File: src/rtl/lsu_store_bus_if.sv
// rtl/lsu_store_bus_if.sv - req/gnt/rvalid write bus between the store master and data memory
interface lsu_store_bus_if;
  logic        data_req_o;
  logic        data_gnt_i;
  logic        data_rvalid_i;
  logic        data_err_i;
  logic [31:0] data_addr_o;
  logic        data_we_o;
  logic [3:0]  data_be_o;
  logic [31:0] data_wdata_o;

  modport master (
    output data_req_o, data_addr_o, data_we_o, data_be_o, data_wdata_o,
    input  data_gnt_i, data_rvalid_i, data_err_i
  );

  modport slave (
    input  data_req_o, data_addr_o, data_we_o, data_be_o, data_wdata_o,
    output data_gnt_i, data_rvalid_i, data_err_i
  );
endinterface

File: src/rtl/lsu_store_bus.sv
// rtl/lsu_store_bus.sv - store-side data bus master; define MISALIGNED_SPLIT_EN to split word-crossing stores
// Without MISALIGNED_SPLIT_EN a word-crossing store completes with an error and never touches the bus.
module lsu_store_bus (
  input  logic                   clk_i,
  input  logic                   rst_ni,
  input  logic                   st_valid_i,
  output logic                   st_ready_o,
  input  logic [31:0]            st_addr_i,
  input  logic [31:0]            st_wdata_i,
  input  logic                   st_sb_i,
  input  logic                   st_sh_i,
  output logic                   st_done_o,
  output logic                   st_err_o,
  lsu_store_bus_if.master        bus
);

  typedef enum logic [2:0] {IDLE, REQ1, WAIT1, REQ2, WAIT2, FAULT} state_e;

  state_e      state_q;
  logic        req_q;
  logic [31:0] bus_addr_q;
  logic [3:0]  be_q;
  logic [31:0] wdata_q;

  logic [3:0]  mask_d;
  logic [7:0]  be8_d;
  logic        split_d;
  logic [31:0] lo_wdata_d;
  logic        accept;
  logic        last_beat;

`ifdef MISALIGNED_SPLIT_EN
  logic [63:0] wd64_d;
  logic [31:0] hi_wdata_d;
  logic [31:0] base_addr_q;
  logic [3:0]  hi_be_q;
  logic [31:0] hi_wdata_q;
  logic        split_q;
`endif

  // Lane placement of the right-aligned store; bytes past lane 3 spill into the next word.
  always_comb begin
    mask_d = 4'b1111;
    if (st_sb_i && !st_sh_i) begin
      mask_d = 4'b0001;
    end else if (st_sh_i && !st_sb_i) begin
      mask_d = 4'b0011;
    end
    be8_d   = {4'b0000, mask_d} << st_addr_i[1:0];
    split_d = |be8_d[7:4];
`ifdef MISALIGNED_SPLIT_EN
    wd64_d     = {32'b0, st_wdata_i} << {st_addr_i[1:0], 3'b000};
    lo_wdata_d = wd64_d[31:0];
    hi_wdata_d = wd64_d[63:32];
`else
    lo_wdata_d = st_wdata_i << {st_addr_i[1:0], 3'b000};
`endif
  end

  assign accept = st_valid_i && (state_q == IDLE);

`ifdef MISALIGNED_SPLIT_EN
  assign last_beat = !split_q;
`else
  assign last_beat = 1'b1;
`endif

  always_ff @(posedge clk_i or negedge rst_ni) begin
    if (!rst_ni) begin
      state_q     <= IDLE;
      req_q       <= 1'b0;
      bus_addr_q  <= 32'b0;
      be_q        <= 4'b0;
      wdata_q     <= 32'b0;
`ifdef MISALIGNED_SPLIT_EN
      base_addr_q <= 32'b0;
      hi_be_q     <= 4'b0;
      hi_wdata_q  <= 32'b0;
      split_q     <= 1'b0;
`endif
    end else begin
      case (state_q)
        IDLE: begin
          if (accept) begin
`ifdef MISALIGNED_SPLIT_EN
            base_addr_q <= {st_addr_i[31:2], 2'b00};
            hi_be_q     <= be8_d[7:4];
            hi_wdata_q  <= hi_wdata_d;
            split_q     <= split_d;
            state_q     <= REQ1;
            req_q       <= 1'b1;
            bus_addr_q  <= {st_addr_i[31:2], 2'b00};
            be_q        <= be8_d[3:0];
            wdata_q     <= lo_wdata_d;
`else
            if (split_d) begin
              state_q <= FAULT;
            end else begin
              state_q    <= REQ1;
              req_q      <= 1'b1;
              bus_addr_q <= {st_addr_i[31:2], 2'b00};
              be_q       <= be8_d[3:0];
              wdata_q    <= lo_wdata_d;
            end
`endif
          end
        end
        REQ1: begin
          if (bus.data_gnt_i) begin
            state_q    <= WAIT1;
            req_q      <= 1'b0;
            bus_addr_q <= 32'b0;
            be_q       <= 4'b0;
            wdata_q    <= 32'b0;
          end
        end
        WAIT1: begin
          if (bus.data_rvalid_i) begin
            if (bus.data_err_i || last_beat) begin
              state_q <= IDLE;
            end else begin
`ifdef MISALIGNED_SPLIT_EN
              state_q    <= REQ2;
              req_q      <= 1'b1;
              bus_addr_q <= base_addr_q + 32'd4;
              be_q       <= hi_be_q;
              wdata_q    <= hi_wdata_q;
`else
              state_q <= IDLE;
`endif
            end
          end
        end
`ifdef MISALIGNED_SPLIT_EN
        REQ2: begin
          if (bus.data_gnt_i) begin
            state_q    <= WAIT2;
            req_q      <= 1'b0;
            bus_addr_q <= 32'b0;
            be_q       <= 4'b0;
            wdata_q    <= 32'b0;
          end
        end
        WAIT2: begin
          if (bus.data_rvalid_i) begin
            state_q <= IDLE;
          end
        end
`endif
        FAULT: begin
          state_q <= IDLE;
        end
        default: begin
          state_q <= IDLE;
        end
      endcase
    end
  end

  // Completion is combinational so the pipeline sees it in the response cycle.
  always_comb begin
    st_done_o = 1'b0;
    st_err_o  = 1'b0;
    case (state_q)
      WAIT1: begin
        if (bus.data_rvalid_i) begin
          st_done_o = bus.data_err_i || last_beat;
          st_err_o  = bus.data_err_i;
        end
      end
`ifdef MISALIGNED_SPLIT_EN
      WAIT2: begin
        if (bus.data_rvalid_i) begin
          st_done_o = 1'b1;
          st_err_o  = bus.data_err_i;
        end
      end
`endif
      FAULT: begin
        st_done_o = 1'b1;
        st_err_o  = 1'b1;
      end
      default: begin
        st_done_o = 1'b0;
        st_err_o  = 1'b0;
      end
    endcase
  end

  assign st_ready_o       = (state_q == IDLE);
  assign bus.data_req_o   = req_q;
  assign bus.data_we_o    = req_q;
  assign bus.data_addr_o  = bus_addr_q;
  assign bus.data_be_o    = be_q;
  assign bus.data_wdata_o = wdata_q;

endmodule

File: src/flat_wrapper.sv
// flat-port wrapper written by rule: the top's interface ports become plain ports
module lsu_store_bus_flat 
  (clk_i, rst_ni, st_valid_i, st_ready_o, st_addr_i, st_wdata_i, st_sb_i, st_sh_i, st_done_o, st_err_o, bus_data_req_o, bus_data_addr_o, bus_data_we_o, bus_data_be_o, bus_data_wdata_o, bus_data_gnt_i, bus_data_rvalid_i, bus_data_err_i);
  lsu_store_bus_if bus_i ();
  input  logic clk_i;
  input  logic rst_ni;
  input  logic st_valid_i;
  output logic st_ready_o;
  input  logic [31:0] st_addr_i;
  input  logic [31:0] st_wdata_i;
  input  logic st_sb_i;
  input  logic st_sh_i;
  output logic st_done_o;
  output logic st_err_o;
  output wire logic [$bits(bus_i.data_req_o)-1:0] bus_data_req_o;
  output wire logic [$bits(bus_i.data_addr_o)-1:0] bus_data_addr_o;
  output wire logic [$bits(bus_i.data_we_o)-1:0] bus_data_we_o;
  output wire logic [$bits(bus_i.data_be_o)-1:0] bus_data_be_o;
  output wire logic [$bits(bus_i.data_wdata_o)-1:0] bus_data_wdata_o;
  input wire logic [$bits(bus_i.data_gnt_i)-1:0] bus_data_gnt_i;
  input wire logic [$bits(bus_i.data_rvalid_i)-1:0] bus_data_rvalid_i;
  input wire logic [$bits(bus_i.data_err_i)-1:0] bus_data_err_i;
  assign bus_data_req_o = bus_i.data_req_o;
  assign bus_data_addr_o = bus_i.data_addr_o;
  assign bus_data_we_o = bus_i.data_we_o;
  assign bus_data_be_o = bus_i.data_be_o;
  assign bus_data_wdata_o = bus_i.data_wdata_o;
  assign bus_i.data_gnt_i = bus_data_gnt_i;
  assign bus_i.data_rvalid_i = bus_data_rvalid_i;
  assign bus_i.data_err_i = bus_data_err_i;
  lsu_store_bus u_core (.clk_i(clk_i), .rst_ni(rst_ni), .st_valid_i(st_valid_i), .st_ready_o(st_ready_o), .st_addr_i(st_addr_i), .st_wdata_i(st_wdata_i), .st_sb_i(st_sb_i), .st_sh_i(st_sh_i), .st_done_o(st_done_o), .st_err_o(st_err_o), .bus(bus_i));
endmodule
File: config.mk
export PLATFORM = sky130hd
export DESIGN_NAME = lsu_store_bus_flat
export DESIGN_NICKNAME = d
export VERILOG_FILES = /design/src/rtl/lsu_store_bus_if.sv /design/src/rtl/lsu_store_bus.sv /design/src/flat_wrapper.sv
export SDC_FILE = /design/constraint.sdc
export NUM_CORES = 1
export LEC_CHECK = 0
export BUFFER_PORTS_ARGS = -buffer_cell sky130_fd_sc_hd__buf_2
export CAP_MARGIN = 20
export CELL_PAD_IN_SITES_DETAIL_PLACEMENT = 1
export CELL_PAD_IN_SITES_GLOBAL_PLACEMENT = 1
export CORE_UTILIZATION = 33
export DETAILED_ROUTE_END_ITERATION = 10
export GPL_TIMING_DRIVEN = 0
export HOLD_SLACK_MARGIN = 0.06
export PLACE_DENSITY = 0.84
export SYNTH_ARGS = -nofsm -noshare
export SYNTH_HDL_FRONTEND = slang
export SYNTH_SLANG_ARGS = --single-unit
File: constraint.sdc
create_clock -name clk_i -period 1.4 [get_ports clk_i]
set_input_delay 0.07 -clock clk_i [delete_from_list [all_inputs] [get_ports clk_i]]
set_output_delay 0.07 -clock clk_i [all_outputs]
set_load 0.01 [all_outputs]
Yosys cells after proc, flatten, opt, wreduce, memory -nomap -nowiden

Index checks and enable logic that the tools add are counted.

Logic and storage cells: 50
Bits of input ports: 72
Flip-flop bits (word level): 72
Output and inout port bits: 73

Reductions and logical operators: 10
Equal/unequal tests: 7
Shifts and indexed selects: 2
Multiplexer cells: 26

Operator list:

| operator             | count |
|---|---|
| $mux W32             | 5 |
| $pmux W32 S2         | 2 |
| $shl A32 B5 Y32      | 1 |
| $mux W4              | 5 |
| $mux W3              | 4 |
| $pmux W3 S3          | 1 |
| $pmux W4 S2          | 1 |
| $shl A4 B2 Y8        | 1 |
| $ne A2 B2 Y1 const B | 3 |
| $pmux W1 S2          | 3 |
| $mux W1              | 5 |
| $reduce_and A4 Y1    | 1 |
| $reduce_or A4 Y1     | 1 |
| $eq A3 B1 Y1 const B | 1 |
| $eq A3 B2 Y1 const B | 1 |
| $eq A3 B3 Y1 const B | 1 |
| $logic_and A1 B1 Y1  | 3 |
| $logic_not A3 Y1     | 1 |
| $reduce_and A3 Y1    | 1 |
| $logic_not A1 Y1     | 2 |
| $ne A2 B1 Y1 const B | 1 |
| $reduce_bool A2 Y1   | 1 |

Logic depth before layout (Yosys ltp)

Gate-level depths: netlist of run 1.

Depth after elaboration: 9
Mapped depth: 7
Mapped depth without buffers: 5

Worst setup path before layout of run 1

No wires, ideal clock.

Path kind: reg-to-reg
From: register u_core.state_q[0]
To: register u_core.wdata_q[15], in the netlist u_core.bus.data_wdata_o[15]
Setup time: 0.120 ns
Data arrival time: 1.362 ns
Setup slack: -0.082 ns
Required time: 1.280 ns
Cell stages (with the launch flop): 6
Path buffers: 2
Period minus slack after synthesis: 1.482 ns
Cells stage by stage: dfrtp_1 buf_6 nor4b_4 nand3_2 buf_2 a31o_2

Word-level cells in the longest chain between the ends: 4
Elaborated cells on any way between the ends: 9
Classes of those cells: eq/ne: 4; mux: 1; reduce/logical: 4

Ends and longest elaborated chain:

| what                        | RTL line                                 | text |
|---|---|---|
| from (decl)                 | lsu_store_bus.sv:19                      | `state_e state_q;` |
| from (signal assigned)      | lsu_store_bus.sv:70                      | `state_q <= IDLE;` |
| from (signal assigned)      | lsu_store_bus.sv:97                      | `state_q <= FAULT;` |
| from (signal assigned)      | lsu_store_bus.sv:99                      | `state_q <= REQ1;` |
| $logic_not A3 Y1            | lsu_store_bus.sv:60, lsu_store_bus.sv:82 |  |
| $logic_and A1 B1 Y1         | lsu_store_bus.sv:60                      | `assign accept = st_valid_i && (state_q == IDLE);` |
| $ne A2 B1 Y1 (no line)      | -                                        |  |
| $reduce_and A4 Y1 (no line) | -                                        |  |
| to (signal assigned)        | lsu_store_bus.sv:103                     | `wdata_q <= lo_wdata_d;` |
| to (decl)                   | lsu_store_bus.sv:23                      | `logic [31:0] wdata_q;` |

Parallel ways exist; a longest one is shown, timed or not.
A chain may end at the register's enable or synchronous reset.

Worst setup path in the final report of run 1

From: register u_core.state_q[1]
To: register u_core.wdata_q[17], in the netlist u_core.bus.data_wdata_o[17]

The elaborated chain is that of the path after synthesis.

==> results of run 1 <==
[cells by family (layout without fill, tap and decap cells)]
group,count (synthesis),after routing,share of synthesized area [%]
adders and majority gates,1,1,0.347
other,1,2,0.104
muxes,81,81,22.8
AOI/OAI and AO/OA,36,36,8.37
and+or+nand+nor,75,75,11.2
DFF,70,70,48.6
buffers and inverters,62,270,8.64
[layout by cell type, fill, tap and decap left out, types with 2 or more instances in the layout]
cell             n
a2bb2oi_1        8
a31o_2           8
a32o_1           8
and4bb_1         3
buf_1            2
buf_12           5
buf_16           3
buf_2          145
buf_4           12
buf_6            7
bufinv_16        3
clkbuf_1         5
clkbuf_8         9
conb_1           2
dfrtp_1         67
dfrtp_2          3
dlygate4sd3_1   41
inv_1           34
mux2_2           8
mux2i_1         73
nand2_1         51
nand3b_1         2
nor2_1           5
nor4bb_2         4
o21ai_0          2
o21ai_1          3
[registers in the layout, indices dropped and copies added (netlist names)]
signal                   count
u_core.state_q               3
u_core.bus.data_addr_o      30
u_core.bus.data_be_o         4
u_core.bus.data_req_o        1
u_core.bus.data_wdata_o     32
[per-stage QoR]
stage / setup slack [ns] / TNS [ns] / util, % / power [mW]
3_5_place_dp: -0.370 / -16.19 / 43.1 / 7.20
6_report: -0.189 / -9.99 / 51.9 / 9.69
5_1_grt: -0.266 / -14.32 / 51.9 / 10.3
4_1_cts: -0.230 / -11.58 / 51.9 / 9.72
3_3_place_gp: -0.306 / -22.88 / 43.0 / 6.97
2_1_floorplan: -0.0312 / -0.676 / - / 5.57
[final cells by class]
cell class / instances / area share (%)
flip-flops and latches: 70 / 32.3
multi-input cells: 195 / 29.9
repair buffers: 195 / 23.8
plain buffers: 26 / 4.12
well taps: 136 / 3.13
inverters: 34 / 2.35
clock buffers: 9 / 2.28
clock inverters: 6 / 2.05
[layer usage]
layer	vias to the layer above	global-route usage [%]	routed length, um
met5	-	0	0
met3	8	3.25	536
met1	1648	28.0	5340
met4	0	4.99	83
li1	1520	-	-
met2	97	38.8	6150
[power groups by stage]
stage / clock network [mW] / logic (mW) / registers, mW
after floorplan: 0 / 1.74 / 3.82
after global placement: 0 / 3.56 / 3.41
after detailed placement: 0 / 3.73 / 3.47
after CTS: 2.04 / 4.23 / 3.45
after global routing: 2.13 / 4.59 / 3.56
final: 1.99 / 4.25 / 3.45
[worst min-delay path by stage]
stage	start	end	slack, ns	depth (start not counted)
2_1_floorplan	rst_ni	u_core.bus.data_addr_o[10]	-0.23	0
3_3_place_gp	st_addr_i[20]	u_core.bus.data_addr_o[20]	0.30	3
3_5_place_dp	rst_ni	u_core.state_q[1]	0.26	1
4_1_cts	bus_data_rvalid_i	u_core.state_q[1]	0.1	4
5_1_grt	bus_data_rvalid_i	u_core.state_q[1]	0.12	4
6_report	bus_data_rvalid_i	u_core.state_q[1]	0.11	4
[repair_timing]
action	4_1_cts	5_1_grt
setup buffers	7	3
endpoints found under the setup margin	69	71
hold buffers	41	0
pin swaps	7	4
resized for setup	32	6
hold endpoints to repair	111	0
gates cloned	4	0
[tightest hold or removal path: stages]
cell and delay [ns]:
buf_2 0.10, nor2_1 0.05, a22oi_1 0.13, nor2_1 0.06
==> out/metrics.cfg, run 1 <==
[setup_path]
slowest_stage = dfrtp_2
cp_common_cell = buf_12
path_class = register to register
crit_chain = nor4b_4 -> nand3_4 -> buf_12 -> buf_12 -> mux2i_1
crit_path_start_kind = register
setup.worst_path.start = u_core.state_q[1]
critPathCaptureType = register
cp_num_buf_inv = 2
critPathArrivalTime_ns = 1.79
cp_top_family = simple AND/OR/NAND/NOR gates
crit_path_end = u_core.bus.data_wdata_o[17]
crit_required_ns = 1.60
crit-reg2reg-launch = u_core.state_q[1]
reg2reg_depth = 5
regToRegEndpoint = u_core.bus.data_wdata_o[17]
r2r_setup_slack_ns = -0.19
cp_max_fo = 8
critPathMaxStageDelay_ns = 0.46
cp.depth = 5

[finish]
fin_cells = 671
drive_gt1_share_pct = 40.9
n_fill_cell = 1165
antenna_cells = 0
final_area_um2 = 5430
regArea_um2 = 1760
area_growth_pct = 50.7
multiInputGateArea_um2 = 1630
nets = 604

[min_path]
hp-class = input port to register

[grt]
grt_overflow_total = 0
grt_max_degree = 71
antenna_found_initial = 0
grt_pass1_vias = 3621
grt_pass1_wl_mm = 19.1
grt_use_total_pct = 21.9

[synth]
synthArstFlopShare_pct = 100
synth.yosys.seq_area_share_pct = 48.6
yosysMostFrequentCell = mux2i_1
synth_edf_count = 0
synth_ff_type = dfrtp_1
ys_types = 35
synth_area_um2 = 3600
ys_seq_elements = 70
syn_area_per_cell_um2 = 11.1
yosysTopAreaCell = dfrtp_1
synth_commonest_cells = mux2i_1 (73), dfrtp_1 (70), nand2_1 (51)
netlist_instances = 326
synth_top_area_share_pct = 48.6
yosys_warnings = 0
synth_area_leaders = dfrtp_1 (49%), mux2i_1 (20%), nand2_1 (5.3%), inv_1 (3.5%), mux2_2 (2.5%)

[power_and_ir_drop]
p_clk_share_pct = 20.6
power.leakage_nw = 3.16
internal_power_mw = 6.17
p_sw_mw = 3.53
p_comb_share_pct = 43.8
switching_share_pct = 36.4
vdd_drop_max_v = 0.000644
p_seq_share_pct = 35.6
power_density_nw_per_um2 = 1780

[timing]
setup_ws_ns = -0.189
clock.fmax_mhz = 629
fin_hold_ws_ns = 0.105
fin_crit_ns = 1.59
hold_viol = 0
fin_crit_sh_pct = 114
setup_viol = 68
tightestPinTransition_ns = 0.931
fin_skew_ns = 0.00691
maxSlewViolCount = 0
maxSlewHeadroom_pct = 38.0
grt_setup_unrepaired = yes

[route]
vias = 3273
drc_errors = 0
dr.pass1.iters = 4
routedWlPerCell_um = 18.0
drt-initial-drc-count = 77
viasPerCell = 4.88
drtAntennaViolNets = 0
drt-total-wl_mm = 12.1

[place]
io_buffers = 141
gp_congestion = 0.786
hpwl_mm = 8.16
numPlacedInstances = 604
placed_area_um2 = 4510

[run]
cap_violations = 0

[clock_tree]
cts_root_buffer = clkbuf_8
clock_latency_ns = 0.34
numCtsBuffers = 9
cts_htree_levels = 3
clockBufferDepth = 2
cts_tree = done
clock_sinks = 70
clkTransAtPathRegs_ns = 0.08

[run_status]
status = finished with violations
violations = setup timing

[floorplan]
die_h_um = 107
num_rows = 37
dieArea_um2 = 11300
initial_core_util_pct = 34.5
core_area_um2 = 10500
die_w_um = 107
ios = 145

No activity file was read; power rests on OpenSTA's default activity.
==> run 2: changes to the inputs <==
==> constraint.sdc (replaced) <==
create_clock -name clk_i -period 1.3 [get_ports clk_i]
set_input_delay 0.065 -clock clk_i [delete_from_list [all_inputs] [get_ports clk_i]]
set_output_delay 0.065 -clock clk_i [all_outputs]
set_load 0.01 [all_outputs]
==> run 2 against run 1 <==
Compared with the run above:
- the flow still finishes with violations (setup timing)
- maximum frequency decreased by 2.9%
- worst hold slack better by 0.043 ns
- cell area decreased by 2.0%
- largest cell class unchanged
==> out/metrics.cfg, run 2 (synthesis results as in run 1) <==
[timing]
setup_ws_ns = -0.337  ; -0.147 ns
maxSlewViolCount = 0  ; unchanged
hold_viol = 0  ; unchanged
grt_setup_unrepaired = yes
clock.fmax_mhz = 611  ; -2.9%
fin_skew_ns = 0.00481  ; -0.00210 ns
fin_hold_ws_ns = 0.148  ; +0.0429 ns
setup_viol = 71  ; +4.4%
maxSlewHeadroom_pct = 38.3  ; +0.29 points
tightestPinTransition_ns = 0.926  ; -0.00441 ns
fin_crit_ns = 1.64  ; +0.0471 ns
fin_crit_sh_pct = 126  ; +12 points

[finish]
final_cell_mix = buf_2 (147), mux2i_1 (73), dfrtp_1 (68)
drive_gt1_share_pct = 41.0  ; +0.11 points
largest_register_ffs = 32  ; unchanged
final_area_um2 = 5320  ; -2.0%
nets = 605  ; +0.17%
n_fill_cell = 1206  ; +3.5%
area_growth_pct = 47.7
final_common_cell = buf_2

[floorplan]
ios = 145  ; unchanged
core_area_um2 = 10500  ; unchanged
die_w_um = 107  ; unchanged
num_rows = 37  ; unchanged
initial_core_util_pct = 34.5  ; unchanged
die_h_um = 107  ; unchanged
dieArea_um2 = 11300  ; unchanged

[setup_path]
crit_required_ns = 1.59  ; about the same
critPathArrivalTime_ns = 1.93  ; +0.14 ns
critPathMaxStageDelay_ns = 0.38  ; -0.08 ns
slowest_stage = dfrtp_1
path_class = register to register
crit_path_start_kind = register
crit_chain = buf_6 -> nor4b_4 -> buf_4 -> buf_6 -> nor3b_4 -> buf_4 -> a32o_1
cp_max_fo = 5  ; -3
critPathCaptureType = register

[power_and_ir_drop]
vdd_drop_max_v = 0.000690  ; +7.2%
power.leakage_nw = 3.12  ; -1.2%
power_density_nw_per_um2 = 1840  ; +3.3%
finalPower_mw = 9.81  ; +1.2%

[grt]
antenna_found_initial = 2  ; +2
grt_pass1_wl_mm = 18.9  ; -0.91%
grt_max_degree = 71  ; unchanged
grt_overflow_total = 0  ; unchanged
grt_pass1_vias = 3658  ; +1.0%
grt_use_total_pct = 22.2  ; +0.36 points

[place]
io_buffers = 141  ; unchanged
placed_area_um2 = 4510  ; about the same
gp_congestion = 0.822  ; +4.5%
dp_slack_ns = -0.498  ; -0.128 ns
hpwl_mm = 8.16  ; about the same

[route]
routedWlPerCell_um = 18.2  ; +0.81%
drt-initial-drc-count = 75  ; -2.6%
vias = 3310  ; +1.1%
dr.pass1.iters = 4  ; unchanged
drt-total-wl_mm = 12.3  ; +1.4%
drc_errors = 0  ; unchanged
viasPerCell = 4.90  ; +0.53%
drtAntennaViolNets = 0  ; unchanged

[clock_tree]
cts_htree_levels = 3  ; unchanged
clock_latency_ns = 0.35  ; about the same
cts_tree = done
clockBufferDepth = 2  ; unchanged
clkTransAtPathRegs_ns = 0.07  ; about the same
cts_root_buffer = clkbuf_8
numCtsBuffers = 9  ; unchanged
clock_sinks = 70  ; unchanged

[run_status]
status = finished with violations
violations = setup timing

[run]
cap_violations = 0  ; unchanged

[min_path]
hp-class = input port to register

==> run 2: cell type report <==
| cell class | count | area [um2] | share of cell area [%] |
|---|---|---|---|
| antenna | 3 | 7.51 | 0.141 |
| buffer | 28 | 216 | 4.07 |
| clock buffer | 14 | 163 | 3.06 |
| clock inverter | 1 | 5.00 | 0.0940 |
| inverter | 34 | 128 | 2.40 |
| multi-input combinational | 195 | 1650 | 31.1 |
| sequential | 70 | 1750 | 32.9 |
| tap | 136 | 170 | 3.20 |
| timing repair buffer | 194 | 1230 | 23.0 |
==> run 2: worst max-delay path: cells and delay by family, from the launching register on <==
family          cells  cell delay, ns
compound gates      1            0.12
buf+inv             4            0.61
flops               1            0.38
simple gates        2            0.49
==> run 2: power breakdown <==
group | internal (mW) | total [mW] | switching (mW)
combinational | 2.18 | 4.52 | 2.34
sequential | 3.14 | 3.70 | 0.563
clock | 0.787 | 1.59 | 0.799
==> run 2: timing repair <==
action                     in CTS  in global routing
gates resized for setup        25                  9
pin swaps                       4                  4
setup buffers                  10                  2
cloned                          1                  0
hold endpoints to repair      112                  0
setup endpoints to repair      69                 71
hold buffers                   42                  0
==> run 2: stage by stage <==
stage          util, %  setup TNS (ns)  std cells
5_1_grt           50.9          -20.88        674
2_1_floorplan        -           -6.72        327
6_report          50.9          -17.26        675
3_5_place_dp      43.1          -23.44        604
4_1_cts           50.4          -14.23        672
3_3_place_gp      43.1          -35.62        604
==> run 2: layer usage <==
layer  global-route usage (%)  vias up  wire [um]
met5                        0        -          0
met4                     8.71        0        275
met3                     5.27       18        573
met2                     39.3       95       6330
met1                     25.8     1674       5100
li1                         -     1523          -
==> run 2: final timing paths <==
| path | startpoint | to | slack (ns) | cells past startpoint |
|---|---|---|---|---|
| max in group asynchronous | rst_ni | u_core.state_q[1] | 0.28 | 2 |
| setup reg to reg | u_core.state_q[0] | u_core.bus.data_wdata_o[2] | -0.34 | 7 |
| min in group asynchronous | rst_ni | u_core.bus.data_be_o[0] | 0.37 | 2 |
| hold reg to reg | u_core.bus.data_wdata_o[9] | u_core.bus.data_wdata_o[9] | 0.51 | 1 |
| hold / removal | st_addr_i[1] | u_core.state_q[2] | 0.15 | 3 |
| setup / recovery | u_core.state_q[0] | u_core.bus.data_wdata_o[2] | -0.34 | 7 |
==> run 3: changes to the inputs <==
--- a/config.mk
+++ b/config.mk
@@ -14,6 +14,7 @@
 export GPL_TIMING_DRIVEN = 0
 export HOLD_SLACK_MARGIN = 0.06
 export PLACE_DENSITY = 0.84
+export SKIP_CTS_REPAIR_TIMING = 1
 export SYNTH_ARGS = -nofsm -noshare
 export SYNTH_HDL_FRONTEND = slang
 export SYNTH_SLANG_ARGS = --single-unit
==> run 3 against run 2 <==
Compared with the run above:
- the flow still finishes with violations (setup timing)
- clock-buffer cell count stayed put
- maximum frequency is 0.30% higher
- clock power hardly changed
- combinational power is 6.0% lower
- non-clock buffer count is 8 lower
- via count is 1.2% lower
- cell area is 2.2% lower
- wire length is 2.1% lower
- worst setup slack better by 0.0049 ns
- register-to-register slack hardly changed
- largest power group unchanged
==> out/metrics.cfg, run 3 (synthesis results as in run 1) <==
[run_status]
status = finished with violations
violations = setup timing

[finish]
n_fill_cell = 1207  ; +0.083%
fin_cells = 665  ; -1.5%
nets = 597  ; -1.3%
final_common_cell = buf_2
largest_register_ffs = 32  ; unchanged
final_cell_mix = buf_2 (146), mux2i_1 (71), dfrtp_1 (68)
area_growth_pct = 44.4
final_area_um2 = 5200  ; -2.2%
drive_gt1_share_pct = 40.2  ; -0.89 points

[timing]
fin_crit_sh_pct = 126  ; -0.38 points
maxSlewViolCount = 0  ; unchanged
fin_hold_ws_ns = 0.0531  ; -0.0952 ns
maxSlewHeadroom_pct = 38.2  ; -0.043 points
tightestPinTransition_ns = 0.927  ; +0.000652 ns
timing.setup.tns_ns = -18.35  ; -1.09 ns
fin_crit_ns = 1.63  ; -0.00490 ns
hold_viol = 0  ; unchanged
setup_viol = 70  ; -1.4%
setup_ws_ns = -0.332  ; +0.00490 ns
fin_skew_ns = 0.00572  ; +0.000912 ns
grt_setup_unrepaired = yes
clock.fmax_mhz = 613  ; +0.30%

[route]
vias = 3270  ; -1.2%
drt-met1-wl_mm = 5.02  ; -1.5%
drc_errors = 0  ; unchanged
routedWlPerCell_um = 18.1  ; -0.64%
wl_met2_mm = 6.19  ; -2.3%
viasPerCell = 4.92  ; +0.28%
drt-total-wl_mm = 12.0  ; -2.1%
route.met3.wl_um = 555  ; -3.1%
drtAntennaViolNets = 0  ; unchanged
dr.pass1.iters = 4  ; unchanged
top_layer = met4
drt-initial-drc-count = 91  ; +21%

[clock_tree]
clockBufferDepth = 2  ; unchanged
cts_root_buffer = clkbuf_8
clock_sinks = 70  ; unchanged
clock_latency_ns = 0.35  ; about the same
clkTransAtPathRegs_ns = 0.07  ; about the same
numCtsBuffers = 9  ; unchanged
cts_tree = done
cts_htree_levels = 3  ; unchanged

[grt]
grt_pass1_wl_mm = 17.1  ; -9.6%
grt_overflow_total = 0  ; unchanged
grt_use_total_pct = 20.0  ; -2.2 points
antenna_found_initial = 1  ; -1
grt_max_degree = 71  ; unchanged
grt_pass1_vias = 3335  ; -8.8%

[min_path]
hp-class = input port to register
worstHoldStart = bus_data_gnt_i
whs_endpoint = u_core.state_q[1]
whs_path_depth = 3  ; unchanged

[setup_path]
crit-reg2reg-launch = u_core.state_q[0]
regToRegEndpoint = u_core.bus.data_addr_o[12]
crit_path_start_kind = register
path_class = register to register
r2r_setup_slack_ns = -0.33  ; about the same
cp_max_fo = 10  ; +5
critPathCaptureType = register
crit_required_ns = 1.55  ; -0.04 ns
reg2reg_depth = 6  ; -1
critPathArrivalTime_ns = 1.89  ; -0.04 ns

[floorplan]
die_w_um = 107  ; unchanged
num_rows = 37  ; unchanged
ios = 145  ; unchanged
initial_core_util_pct = 34.5  ; unchanged
core_area_um2 = 10500  ; unchanged
die_h_um = 107  ; unchanged
dieArea_um2 = 11300  ; unchanged

[place]
placed_area_um2 = 4510  ; unchanged
numPlacedInstances = 604  ; unchanged
hpwl_mm = 8.16  ; unchanged
gp_congestion = 0.822  ; unchanged
dp_slack_ns = -0.498  ; unchanged
io_buffers = 141  ; unchanged

[power_and_ir_drop]
vdd_drop_max_v = 0.000690  ; about the same
power_density_nw_per_um2 = 1840  ; -0.37%
power.leakage_nw = 3.04  ; -2.5%

[run]
cap_violations = 0  ; unchanged

run 3: how the worst max path moves through the flow:
stage / start / to / slack, ns / cells past startpoint
after floorplan: u_core.state_q[2] / u_core.bus.data_wdata_o[0] / -0.13 / 4
after global placement: u_core.state_q[1] / u_core.bus.data_wdata_o[6] / -0.44 / 4
after detailed placement: u_core.state_q[1] / u_core.bus.data_wdata_o[7] / -0.50 / 4
after CTS: u_core.state_q[1] / u_core.bus.data_wdata_o[6] / -0.51 / 4
after global routing: u_core.state_q[2] / u_core.bus.data_addr_o[17] / -0.40 / 5
final: u_core.state_q[0] / u_core.bus.data_addr_o[12] / -0.33 / 6
run 3: worst max-delay path, cell delays in order (launching register included):
cell,delay [ns]
dfrtp_1,0.37
buf_6,0.14
nor4b_4,0.34
nand3_2,0.14
buf_6,0.18
buf_8,0.16
mux2i_2,0.19
run 3: final cells by class:
type	instances	area [um2]	area share, %
Timing Repair Buffer	186	1150	22.1
Sequential cell	70	1750	33.7
Tap cell	136	170	3.27
Buffer	28	209	4.01
Clock buffer	14	163	3.13
Inverter	34	128	2.45
Antenna cell	1	2.50	0.0481
Clock inverter	1	5.00	0.0962
Multi-Input combinational cell	195	1620	31.2
run 3: report_power, final:
group | leakage (nW) | switching [mW] | internal, mW
logic | 2.04 | 2.22 | 2.02
clock network | 0.0865 | 0.804 | 0.787
registers | 0.917 | 0.583 | 3.13
run 3: through the flow:
stage | utilization [%] | power, mW
3_3_place_gp | 43.1 | 7.50
4_1_cts | 44.7 | 9.37
5_1_grt | 49.7 | 10.2
6_report | 49.7 | 9.55
3_5_place_dp | 43.1 | 7.72
2_1_floorplan | - | 6.00
run 3: routing by layer:
layer / GRT usage (%) / vias to the layer above
li1: - / 1508
met1: 24.0 / 1645
met2: 33.7 / 100
met3: 5.64 / 17
met4: 8.22 / 0
met5: 0 / -
